===== src/rtl/wb_uart_cmd_master_if.sv =====
// UART byte stream and Wishbone classic master signals of wb_uart_cmd_master.
// The master modport is the command parser's view; slave is the bus/UART side.
interface wb_uart_cmd_master_if;
   logic [7:0]  rx_data_i;
   logic        rx_valid_i;
   logic [7:0]  tx_data_o;
   logic        tx_valid_o;
   logic        tx_ready_i;
   logic [31:0] wbm_adr_o;
   logic [31:0] wbm_dat_o;
   logic [3:0]  wbm_sel_o;
   logic        wbm_we_o;
   logic        wbm_cyc_o;
   logic        wbm_stb_o;
   logic [2:0]  wbm_cti_o;
   logic [1:0]  wbm_bte_o;
   logic [31:0] wbm_dat_i;
   logic        wbm_ack_i;
   logic        wbm_err_i;
   logic        wbm_rty_i;
   logic        busy_o;

   modport master (
      input  rx_data_i, rx_valid_i, tx_ready_i, wbm_dat_i, wbm_ack_i, wbm_err_i, wbm_rty_i,
      output tx_data_o, tx_valid_o, wbm_adr_o, wbm_dat_o, wbm_sel_o, wbm_we_o,
             wbm_cyc_o, wbm_stb_o, wbm_cti_o, wbm_bte_o, busy_o
   );

   modport slave (
      output rx_data_i, rx_valid_i, tx_ready_i, wbm_dat_i, wbm_ack_i, wbm_err_i, wbm_rty_i,
      input  tx_data_o, tx_valid_o, wbm_adr_o, wbm_dat_o, wbm_sel_o, wbm_we_o,
             wbm_cyc_o, wbm_stb_o, wbm_cti_o, wbm_bte_o, busy_o
   );
endinterface


===== src/rtl/wb_uart_cmd_master.sv =====
// UART 'W'/'R' command parser issuing single 32-bit Wishbone classic cycles; cyc one cycle after the
// last command byte, response byte(s) held until tx_ready_i. Define WB_UART_CMD_TIMEOUT_EN for the bus timeout.
module wb_uart_cmd_master #(
   parameter int TIMEOUT_CYCLES = 1024
) (
   input logic                  wb_clk_i,
   input logic                  wb_rst_i,
   wb_uart_cmd_master_if.master bus
);
   localparam logic [7:0] CMD_W = 8'h57;
   localparam logic [7:0] CMD_R = 8'h52;
   localparam logic [7:0] RSP_K = 8'h4B;
   localparam logic [7:0] RSP_E = 8'h45;

   typedef enum logic [2:0] {S_IDLE, S_ADDR, S_DATA, S_BUS, S_RESP} state_e;

   state_e      state_q, state_d;
   logic        we_q, we_d;
   logic [1:0]  cnt_q, cnt_d;
   logic [31:0] adr_q, adr_d;
   logic [31:0] dat_q, dat_d;
   logic [31:0] rsp_q, rsp_d;
   logic        term, fail, expired;

   assign term = bus.wbm_ack_i | bus.wbm_err_i | bus.wbm_rty_i;
   assign fail = bus.wbm_err_i | bus.wbm_rty_i;

`ifdef WB_UART_CMD_TIMEOUT_EN
   localparam int TW = $clog2(TIMEOUT_CYCLES + 1);
   logic [TW-1:0] tmo_q, tmo_d;

   // Counter is zero on the first BUS cycle and counts every cycle spent there.
   assign tmo_d   = (state_q == S_BUS) ? tmo_q + 1'b1 : '0;
   assign expired = (tmo_q == TW'(TIMEOUT_CYCLES - 1));

   always_ff @(posedge wb_clk_i) begin
      if (wb_rst_i) tmo_q <= '0;
      else          tmo_q <= tmo_d;
   end
`else
   logic unused_timeout;
   assign unused_timeout = (TIMEOUT_CYCLES != 0);
   assign expired        = 1'b0;
`endif

   always_comb begin
      state_d = state_q;
      we_d    = we_q;
      cnt_d   = cnt_q;
      adr_d   = adr_q;
      dat_d   = dat_q;
      rsp_d   = rsp_q;
      case (state_q)
         S_IDLE: begin
            if (bus.rx_valid_i && (bus.rx_data_i == CMD_W || bus.rx_data_i == CMD_R)) begin
               we_d    = (bus.rx_data_i == CMD_W);
               cnt_d   = 2'd0;
               state_d = S_ADDR;
            end
         end
         S_ADDR: begin
            if (bus.rx_valid_i) begin
               cnt_d = cnt_q + 2'd1;
               if (cnt_q == 2'd3) begin
                  adr_d   = {adr_q[23:0], bus.rx_data_i[7:2], 2'b00};
                  state_d = we_q ? S_DATA : S_BUS;
               end else begin
                  adr_d = {adr_q[23:0], bus.rx_data_i};
               end
            end
         end
         S_DATA: begin
            if (bus.rx_valid_i) begin
               cnt_d = cnt_q + 2'd1;
               dat_d = {dat_q[23:0], bus.rx_data_i};
               if (cnt_q == 2'd3) state_d = S_BUS;
            end
         end
         S_BUS: begin
            // err/rty outrank ack; a real termination outranks timeout expiry.
            if (term) begin
               state_d = S_RESP;
               cnt_d   = 2'd0;
               if (fail) begin
                  rsp_d = {RSP_E, 24'h0};
               end else if (we_q) begin
                  rsp_d = {RSP_K, 24'h0};
               end else begin
                  rsp_d = bus.wbm_dat_i;
                  cnt_d = 2'd3;
               end
            end else if (expired) begin
               state_d = S_RESP;
               cnt_d   = 2'd0;
               rsp_d   = {RSP_E, 24'h0};
            end
         end
         S_RESP: begin
            if (bus.tx_ready_i) begin
               if (cnt_q == 2'd0) begin
                  state_d = S_IDLE;
               end else begin
                  rsp_d = {rsp_q[23:0], 8'h00};
                  cnt_d = cnt_q - 2'd1;
               end
            end
         end
         default: state_d = S_IDLE;
      endcase
   end

   always_ff @(posedge wb_clk_i) begin
      if (wb_rst_i) begin
         state_q <= S_IDLE;
         we_q    <= 1'b0;
         cnt_q   <= 2'd0;
         adr_q   <= '0;
         dat_q   <= '0;
         rsp_q   <= '0;
      end else begin
         state_q <= state_d;
         we_q    <= we_d;
         cnt_q   <= cnt_d;
         adr_q   <= adr_d;
         dat_q   <= dat_d;
         rsp_q   <= rsp_d;
      end
   end

   assign bus.wbm_cyc_o  = (state_q == S_BUS);
   assign bus.wbm_stb_o  = bus.wbm_cyc_o;
   assign bus.wbm_sel_o  = bus.wbm_cyc_o ? 4'hF : 4'h0;
   assign bus.wbm_we_o   = we_q;
   assign bus.wbm_adr_o  = adr_q;
   assign bus.wbm_dat_o  = dat_q;
   assign bus.wbm_cti_o  = 3'b000;
   assign bus.wbm_bte_o  = 2'b00;
   assign bus.tx_valid_o = (state_q == S_RESP);
   assign bus.tx_data_o  = rsp_q[31:24];
   assign bus.busy_o     = (state_q != S_IDLE);
endmodule

===== src/flat_wrapper.sv =====
// flat-port wrapper written by rule: the top's interface ports become plain ports
module wb_uart_cmd_master_flat 
#(
   parameter int TIMEOUT_CYCLES = 1024
)
  (wb_clk_i, wb_rst_i, bus_rx_data_i, bus_rx_valid_i, bus_tx_ready_i, bus_wbm_dat_i, bus_wbm_ack_i, bus_wbm_err_i, bus_wbm_rty_i, bus_tx_data_o, bus_tx_valid_o, bus_wbm_adr_o, bus_wbm_dat_o, bus_wbm_sel_o, bus_wbm_we_o, bus_wbm_cyc_o, bus_wbm_stb_o, bus_wbm_cti_o, bus_wbm_bte_o, bus_busy_o);
  wb_uart_cmd_master_if bus_i ();
  input logic wb_clk_i;
  input logic wb_rst_i;
  input wire logic [$bits(bus_i.rx_data_i)-1:0] bus_rx_data_i;
  input wire logic [$bits(bus_i.rx_valid_i)-1:0] bus_rx_valid_i;
  input wire logic [$bits(bus_i.tx_ready_i)-1:0] bus_tx_ready_i;
  input wire logic [$bits(bus_i.wbm_dat_i)-1:0] bus_wbm_dat_i;
  input wire logic [$bits(bus_i.wbm_ack_i)-1:0] bus_wbm_ack_i;
  input wire logic [$bits(bus_i.wbm_err_i)-1:0] bus_wbm_err_i;
  input wire logic [$bits(bus_i.wbm_rty_i)-1:0] bus_wbm_rty_i;
  output wire logic [$bits(bus_i.tx_data_o)-1:0] bus_tx_data_o;
  output wire logic [$bits(bus_i.tx_valid_o)-1:0] bus_tx_valid_o;
  output wire logic [$bits(bus_i.wbm_adr_o)-1:0] bus_wbm_adr_o;
  output wire logic [$bits(bus_i.wbm_dat_o)-1:0] bus_wbm_dat_o;
  output wire logic [$bits(bus_i.wbm_sel_o)-1:0] bus_wbm_sel_o;
  output wire logic [$bits(bus_i.wbm_we_o)-1:0] bus_wbm_we_o;
  output wire logic [$bits(bus_i.wbm_cyc_o)-1:0] bus_wbm_cyc_o;
  output wire logic [$bits(bus_i.wbm_stb_o)-1:0] bus_wbm_stb_o;
  output wire logic [$bits(bus_i.wbm_cti_o)-1:0] bus_wbm_cti_o;
  output wire logic [$bits(bus_i.wbm_bte_o)-1:0] bus_wbm_bte_o;
  output wire logic [$bits(bus_i.busy_o)-1:0] bus_busy_o;
  assign bus_i.rx_data_i = bus_rx_data_i;
  assign bus_i.rx_valid_i = bus_rx_valid_i;
  assign bus_i.tx_ready_i = bus_tx_ready_i;
  assign bus_i.wbm_dat_i = bus_wbm_dat_i;
  assign bus_i.wbm_ack_i = bus_wbm_ack_i;
  assign bus_i.wbm_err_i = bus_wbm_err_i;
  assign bus_i.wbm_rty_i = bus_wbm_rty_i;
  assign bus_tx_data_o = bus_i.tx_data_o;
  assign bus_tx_valid_o = bus_i.tx_valid_o;
  assign bus_wbm_adr_o = bus_i.wbm_adr_o;
  assign bus_wbm_dat_o = bus_i.wbm_dat_o;
  assign bus_wbm_sel_o = bus_i.wbm_sel_o;
  assign bus_wbm_we_o = bus_i.wbm_we_o;
  assign bus_wbm_cyc_o = bus_i.wbm_cyc_o;
  assign bus_wbm_stb_o = bus_i.wbm_stb_o;
  assign bus_wbm_cti_o = bus_i.wbm_cti_o;
  assign bus_wbm_bte_o = bus_i.wbm_bte_o;
  assign bus_busy_o = bus_i.busy_o;
  wb_uart_cmd_master #(.TIMEOUT_CYCLES(TIMEOUT_CYCLES)) u_core (.wb_clk_i(wb_clk_i), .wb_rst_i(wb_rst_i), .bus(bus_i));
endmodule

===== config.mk =====
export PLATFORM = sky130hd
export DESIGN_NAME = wb_uart_cmd_master_flat
export DESIGN_NICKNAME = d
export VERILOG_FILES = /design/src/rtl/wb_uart_cmd_master_if.sv /design/src/rtl/wb_uart_cmd_master.sv /design/src/flat_wrapper.sv
export SDC_FILE = /design/constraint.sdc
export NUM_CORES = 1
export LEC_CHECK = 0
export ABC_CLOCK_PERIOD_IN_PS = 2400
export BUFFER_PORTS_ARGS = -buffer_cell sky130_fd_sc_hd__buf_4
export CAP_MARGIN = 20
export CORE_ASPECT_RATIO = 1.2
export CORE_MARGIN = 5
export CORE_UTILIZATION = 51
export DETAILED_ROUTE_END_ITERATION = 8
export PLACE_DENSITY = 0.79
export SETUP_SLACK_MARGIN = 0.2
export SLEW_MARGIN = 20
export SYNTH_ARGS = -nofsm -noshare
export SYNTH_HDL_FRONTEND = slang
export SYNTH_SLANG_ARGS = --single-unit

===== constraint.sdc =====
create_clock -name wb_clk_i -period 2.4 [get_ports wb_clk_i]
set_clock_uncertainty 0.15 [all_clocks]
set_input_delay 0.48 -clock wb_clk_i [delete_from_list [all_inputs] [get_ports wb_clk_i]]
set_output_delay 0.48 -clock wb_clk_i [all_outputs]
set_load 0.01 [all_outputs]

== Word-level counts from Yosys, hierarchy flattened ==
Index checks and enable logic that the tools add are counted.

* Bits in latches: 0
* Bits in writable memories: 0
* Output and inout bits: 86
* Logic and storage cells: 68
* ROM bits: 0
* Bits of input ports: 47
* Memories: 0
* Flip-flop bits (word level): 102

* $lt $le $gt $ge: 0
* Bitwise logic cells: 3
* Multipliers: 0
* Shift-type cells: 0
* Add/subtract/negate cells: 2
* Reductions and logical operators: 14
* Muxes and demuxes: 26
* Eq/ne operators: 17
* Divide/modulo/power cells: 0

{| class="wikitable"
|+ Operator list
! operator !! count
|-
| 32-bit two-way mux || 5
|-
| 32-bit case mux with 2 select lines || 1
|-
| 3-bit two-way mux || 8
|-
| 8-bit by 7-bit == test with 1-bit output, second input constant || 2
|-
| 2-bit two-way mux || 8
|-
| 3-bit case mux with 5 select lines || 1
|-
| 2-bit by 1-bit != test with 1-bit output, second input constant || 5
|-
| 2-bit != test, second input constant || 5
|-
| 2-bit case mux with 4 select lines || 1
|-
| 8-bit AND reduction || 1
|-
| 3-bit by 2-bit == test with 1-bit output, second input constant || 2
|-
| 2-bit AND reduction || 3
|-
| 6-bit AND reduction || 1
|-
| 4-bit two-way mux || 1
|-
| 4-bit AND reduction || 1
|-
| 4-bit nonzero test || 1
|-
| 3-bit by 1-bit == test with 1-bit output, second input constant || 1
|-
| 3-bit == test, second input constant || 1
|-
| 3-bit zero test || 1
|-
| 1-bit OR || 3
|-
| 3-bit nonzero test || 1
|-
| 2-bit by 1-bit adder with 2-bit output, second input constant || 1
|-
| 2-bit == test, second input constant || 1
|-
| 2-bit zero test || 1
|-
| other kinds (6) || 6
|}

== Depth between registers and ports, before layout ==
* Word-level depth: 5
* Depth in mapped cells: 7
* Gate-level depth less buffers: 5

== Worst setup path after synthesis ==
No wires, ideal clock.

* Kind: input to register
* Start: in bus_wbm_rty_i
* End: reg u_core.rsp_q[13]
* Data arrival time: 1607 ps
* Cell stages on the path: 6
* Library setup time: 141 ps
* Path slack: 503 ps
* Required time: 2109 ps
* Cell sequence: nor3_1 and2b_1 o22a_2 buf_2 nor2_1 nor3_2

* Word-level cells in the longest chain between the ends: 4
* Elaborated cells on any way between the ends: 7

{| class="wikitable"
|+ Ends and longest elaborated chain
! what !! RTL line !! text
|-
| start, declared || flat_wrapper.sv:16 || <nowiki>input wire logic [$bits(bus_i.wbm_rty_i)-1:0] bus_wbm_rty_i;</nowiki>
|-
| 1-bit OR || wb_uart_cmd_master.sv:26 || <nowiki>assign fail = bus.wbm_err_i | bus.wbm_rty_i;</nowiki>
|-
| 32-bit two-way mux || wb_uart_cmd_master.sv:84 || <nowiki>if (fail) begin</nowiki>
|-
| 32-bit two-way mux || wb_uart_cmd_master.sv:81 || <nowiki>if (term) begin</nowiki>
|-
| 32-bit case mux with 2 select lines || wb_uart_cmd_master.sv:53 || <nowiki>case (state_q)</nowiki>
|-
| end signal, assigned || wb_uart_cmd_master.sv:126 || <nowiki>rsp_q <= rsp_d;</nowiki>
|-
| end, declared || wb_uart_cmd_master.sv:22 || <nowiki>logic [31:0] rsp_q, rsp_d;</nowiki>
|}

Several ways; a longest one is shown, not always the timed one. The select of a mux whose other input is x is not followed.
A chain may end at the register's enable or synchronous reset.

== Worst setup path after layout ==
* Start: reg u_core.state_q[1]
* End: out bus_tx_valid_o

* Word-level cells in the longest chain between the ends: 1

{| class="wikitable"
|+ Ends and longest elaborated chain
! what !! RTL line !! text
|-
| start, declared || wb_uart_cmd_master.sv:17 || <nowiki>state_e state_q, state_d;</nowiki>
|-
| start signal, assigned || wb_uart_cmd_master.sv:121 || <nowiki>state_q <= state_d;</nowiki>
|-
| 3-bit == test || wb_uart_cmd_master.sv:138 || <nowiki>assign bus.tx_valid_o = (state_q == S_RESP);</nowiki>
|-
| end, declared || flat_wrapper.sv:18 || <nowiki>output wire logic [$bits(bus_i.tx_valid_o)-1:0] bus_tx_valid_o;</nowiki>
|}

No other way between the ends.

==> results.py <==
metrics = {
    "timing": {
        "max_slew_margin_pct": 39.9,
        "setup_viol": 0,
        "fin_tns_setup_ns": 0,
        "hold_violations": 0,
        "rsz0062_at_grt": "true",
        "min_period_over_period_pct": 89.3,
        "worst_pin_slew_ns": 0.902,
        "fmaxAchievable_ghz": 0.467,
        "period_needed_ns": 2.14,
        "drv_slew": 0,
    },
    "final_layout": {
        "nets": 656,
        "stdcell_count": 731,
        "n_antenna_cell": 0,
        "final_common_cell": "buf_4",
        "drive_above_1_share_pct": 32.4,
        "fin_area_um2": 5460,
        "final_cell_mix": "140 x buf_4, 137 x nand2_1, 101 x dfxtp_1",
        "area_growth_pct": 25.7,
    },
    "synthesis": {
        "syn-mean-instance-area_um2": 8.49,
        "ys_top_cells_by_area": "dfxtp_1 47%, nand2_1 12%, a21oi_1 8.3%",
        "synth_edf_count": 0,
        "synthArstFlopShare_pct": 0,
        "syn_inst": 512,
        "synth_top_area_cell": "dfxtp_1",
        "synthFlopType": "dfxtp_1",
        "synth_area_um2": 4350,
        "synth.distinct_cells": 48,
        "yosys_warnings": 0,
        "ys_ff_latch": 102,
        "ys_seq_area_share_pct": 47.0,
        "yosys.area.top_type_share_pct": 47.0,
    },
    "setup_path": {
        "critPathSlowestCell": "or3b_4",
        "worstReg2RegEnd": "u_core.rsp_q[18]",
        "worst_r2r_path_depth": 4,
        "path_cells": "or3b_4 -> inv_8 -> buf_4",
        "max_stage_delay_ns": 0.49,
        "cp-startpoint": "u_core.state_q[1]",
        "reg2reg_from": "u_core.state_q[1]",
        "critPathMaxFanout": 14,
        "cp.arrival_ns": 1.51,
        "worstSetupPathType": "reg2out",
        "cp-end-kind": "output pin",
        "r2r_slack_ns": 0.31,
        "setup.worst_path.start_class": "flop",
        "required_ns": 1.77,
    },
    "routing": {
        "vias_per_cell": 5.26,
        "ant_nets": 0,
        "post-route-drc-count": 0,
        "wl_per_cell_um": 14.9,
        "wl_um": 10900,
        "drtIter0Drc": 244,
        "dr.pass1.iters": 4,
        "via_count": 3845,
    },
    "cts": {
        "numCtsBuffers": 9,
        "cts_buffer_depth": 2,
        "cts_sinks": 102,
        "cts_root_buf": "clkbuf_8",
        "cts_tree": "done",
        "clk-insertion-delay-late_ns": 0.37,
        "clkTransAtPathRegs_ns": 0.10,
        "cts-hold-fix-buffers": 0,
        "cts_max_level": 3,
    },
    "global_route": {
        "grt_pass1_vias": 3655,
        "globalRouteOverflowTotal": 0,
        "grt_max_degree": 103,
        "grt_pass1_wl_um": 17200,
        "antenna_found_initial": 0,
        "gr-usage-all-layers_pct": 20.4,
    },
    "floorplan": {
        "ioPinCount": 133,
        "die_h_um": 111,
        "die_w_um": 94.3,
        "dieArea_um2": 10500,
        "core_um2": 8470,
        "rows": 37,
        "start_util_pct": 51.3,
    },
    "min_path": {
        "hold_class": "in2reg",
        "hold_depth": 3,
        "worstHoldStart": "bus_wbm_dat_i[3]",
        "hold_end": "u_core.rsp_q[3]",
    },
    "power_and_ir_drop": {
        "cell_internal_pwr_mw": 2.30,
        "power.leakage_nw": 2.15,
        "pwr-share-comb_pct": 6.8,
        "p_sw_uw": 712,
        "power.density_nw_per_um2": 552,
        "p_total_mw": 3.02,
        "swShare_pct": 23.6,
        "vdd_drop_max_mv": 0.304,
        "p_clk_share_pct": 36.8,
        "seqPwrFrac_pct": 56.5,
    },
    "placed_design": {
        "place_inst": 713,
        "placed_area_um2": 5230,
        "portBuffers": 127,
        "place_hpwl_um": 7710,
        "globalplace.congestion": 0.840,
    },
    "flow_run": {
        "maxCapViolations": 0,
    },
    "run_status": {
        "status": "completed",
    },
}
-- how the worst max path moves through the flow --
| stage | end | slack, ns | cells after the start |
|---|---|---|---|
| 3_5_place_dp | u_core.rsp_q[18] | 0.24 | 5 |
| 3_3_place_gp | u_core.state_q[0] | 0.27 | 6 |
| 5_1_grt | u_core.rsp_q[19] | 0.20 | 4 |
| 4_1_cts | bus_tx_valid_o | 0.24 | 3 |
| 6_report | bus_tx_valid_o | 0.26 | 3 |
| 2_1_floorplan | u_core.rsp_q[13] | 0.50 | 6 |
-- state kept, by name, indices dropped and copies added (netlist names) --
register and flops:
u_core.rsp_q 32, u_core.bus.wbm_adr_o 32, u_core.cnt_q 2, u_core.state_q 3, u_core.bus.wbm_we_o 1, u_core.bus.wbm_dat_o 32
-- Yosys cell counts, drive strengths merged, types with 2 or more instances --
master and instances:
nor4 2, and3b 4, xor2 2, inv 2, o21ai 5, mux2i 2, nor2 38, buf 34
clkbuf 26, dfxtp 102, a211oi 2, a22oi 8, a21oi 72, nor2b 3, o221ai 3, nor3 23
o211ai 2, nand3 3, nand2 137, nand3b 2, nand4b 2, a221oi 19
-- critical path: cells and delay by family, from the launching register on --
kind,cells,cell delay (ns)
buf+inv,2,0.28
flops,1,0.38
simple gates,1,0.49
-- per-stage QoR --
stage | utilization [%] | hold slack (ns) | worst slack, ns
floorplan | - | 0.282 | 0.503
global placement | 61.7 | 0.293 | 0.268
detailed placement | 61.7 | 0.300 | 0.236
CTS | 64.4 | 0.177 | 0.236
global route | 64.5 | 0.209 | 0.195
finish | 64.5 | 0.200 | 0.258
-- power by group through the flow --
stage / clock [mW] / sequential [mW] / combinational [mW]
floorplan: 0 / 1.74 / 0.103
global placement: 0 / 1.74 / 0.200
detailed placement: 0 / 1.74 / 0.202
CTS: 1.14 / 1.70 / 0.203
global route: 1.22 / 1.71 / 0.221
finish: 1.11 / 1.70 / 0.204
-- layout make-up --
| type | count | area, um2 |
|---|---|---|
| clock inverter | 6 | 70.1 |
| timing repair buffer | 142 | 1090 |
| sequential | 102 | 2040 |
| tap | 117 | 146 |
| multi-input combinational | 352 | 1960 |
| clock buffer | 10 | 138 |
| fill | 734 | 3010 |
| inverter | 2 | 15.0 |
-- layer usage --
metal / track usage [%] / routed length (um)
met5: 0 / 0
met2: 32.4 / 5200
met4: 9.73 / 311
met3: 5.57 / 882
met1: 25.4 / 4470
-- cell families (layout without fill, tap and decap cells) --
family          after synthesis  in the layout  synth area share (%)
simple gates                225            225                  24.9
compound gates              117            117                  18.6
mux                           2              2                 0.461
xor+xnor                      3              3                 0.605
flops                       102            102                  47.0
other cells                   1              5                0.0863
buf+inv                      62            160                  8.32
-- repair_timing --
action / CTS / global route
pin swaps: 1 / 0
setup buffers: 2 / 0
endpoints found under the setup margin: 1 / 1
resized for setup: 3 / 1
endpoints found under the hold margin: 0 / 0
Note: power is estimated with default switching activity, not from simulation.
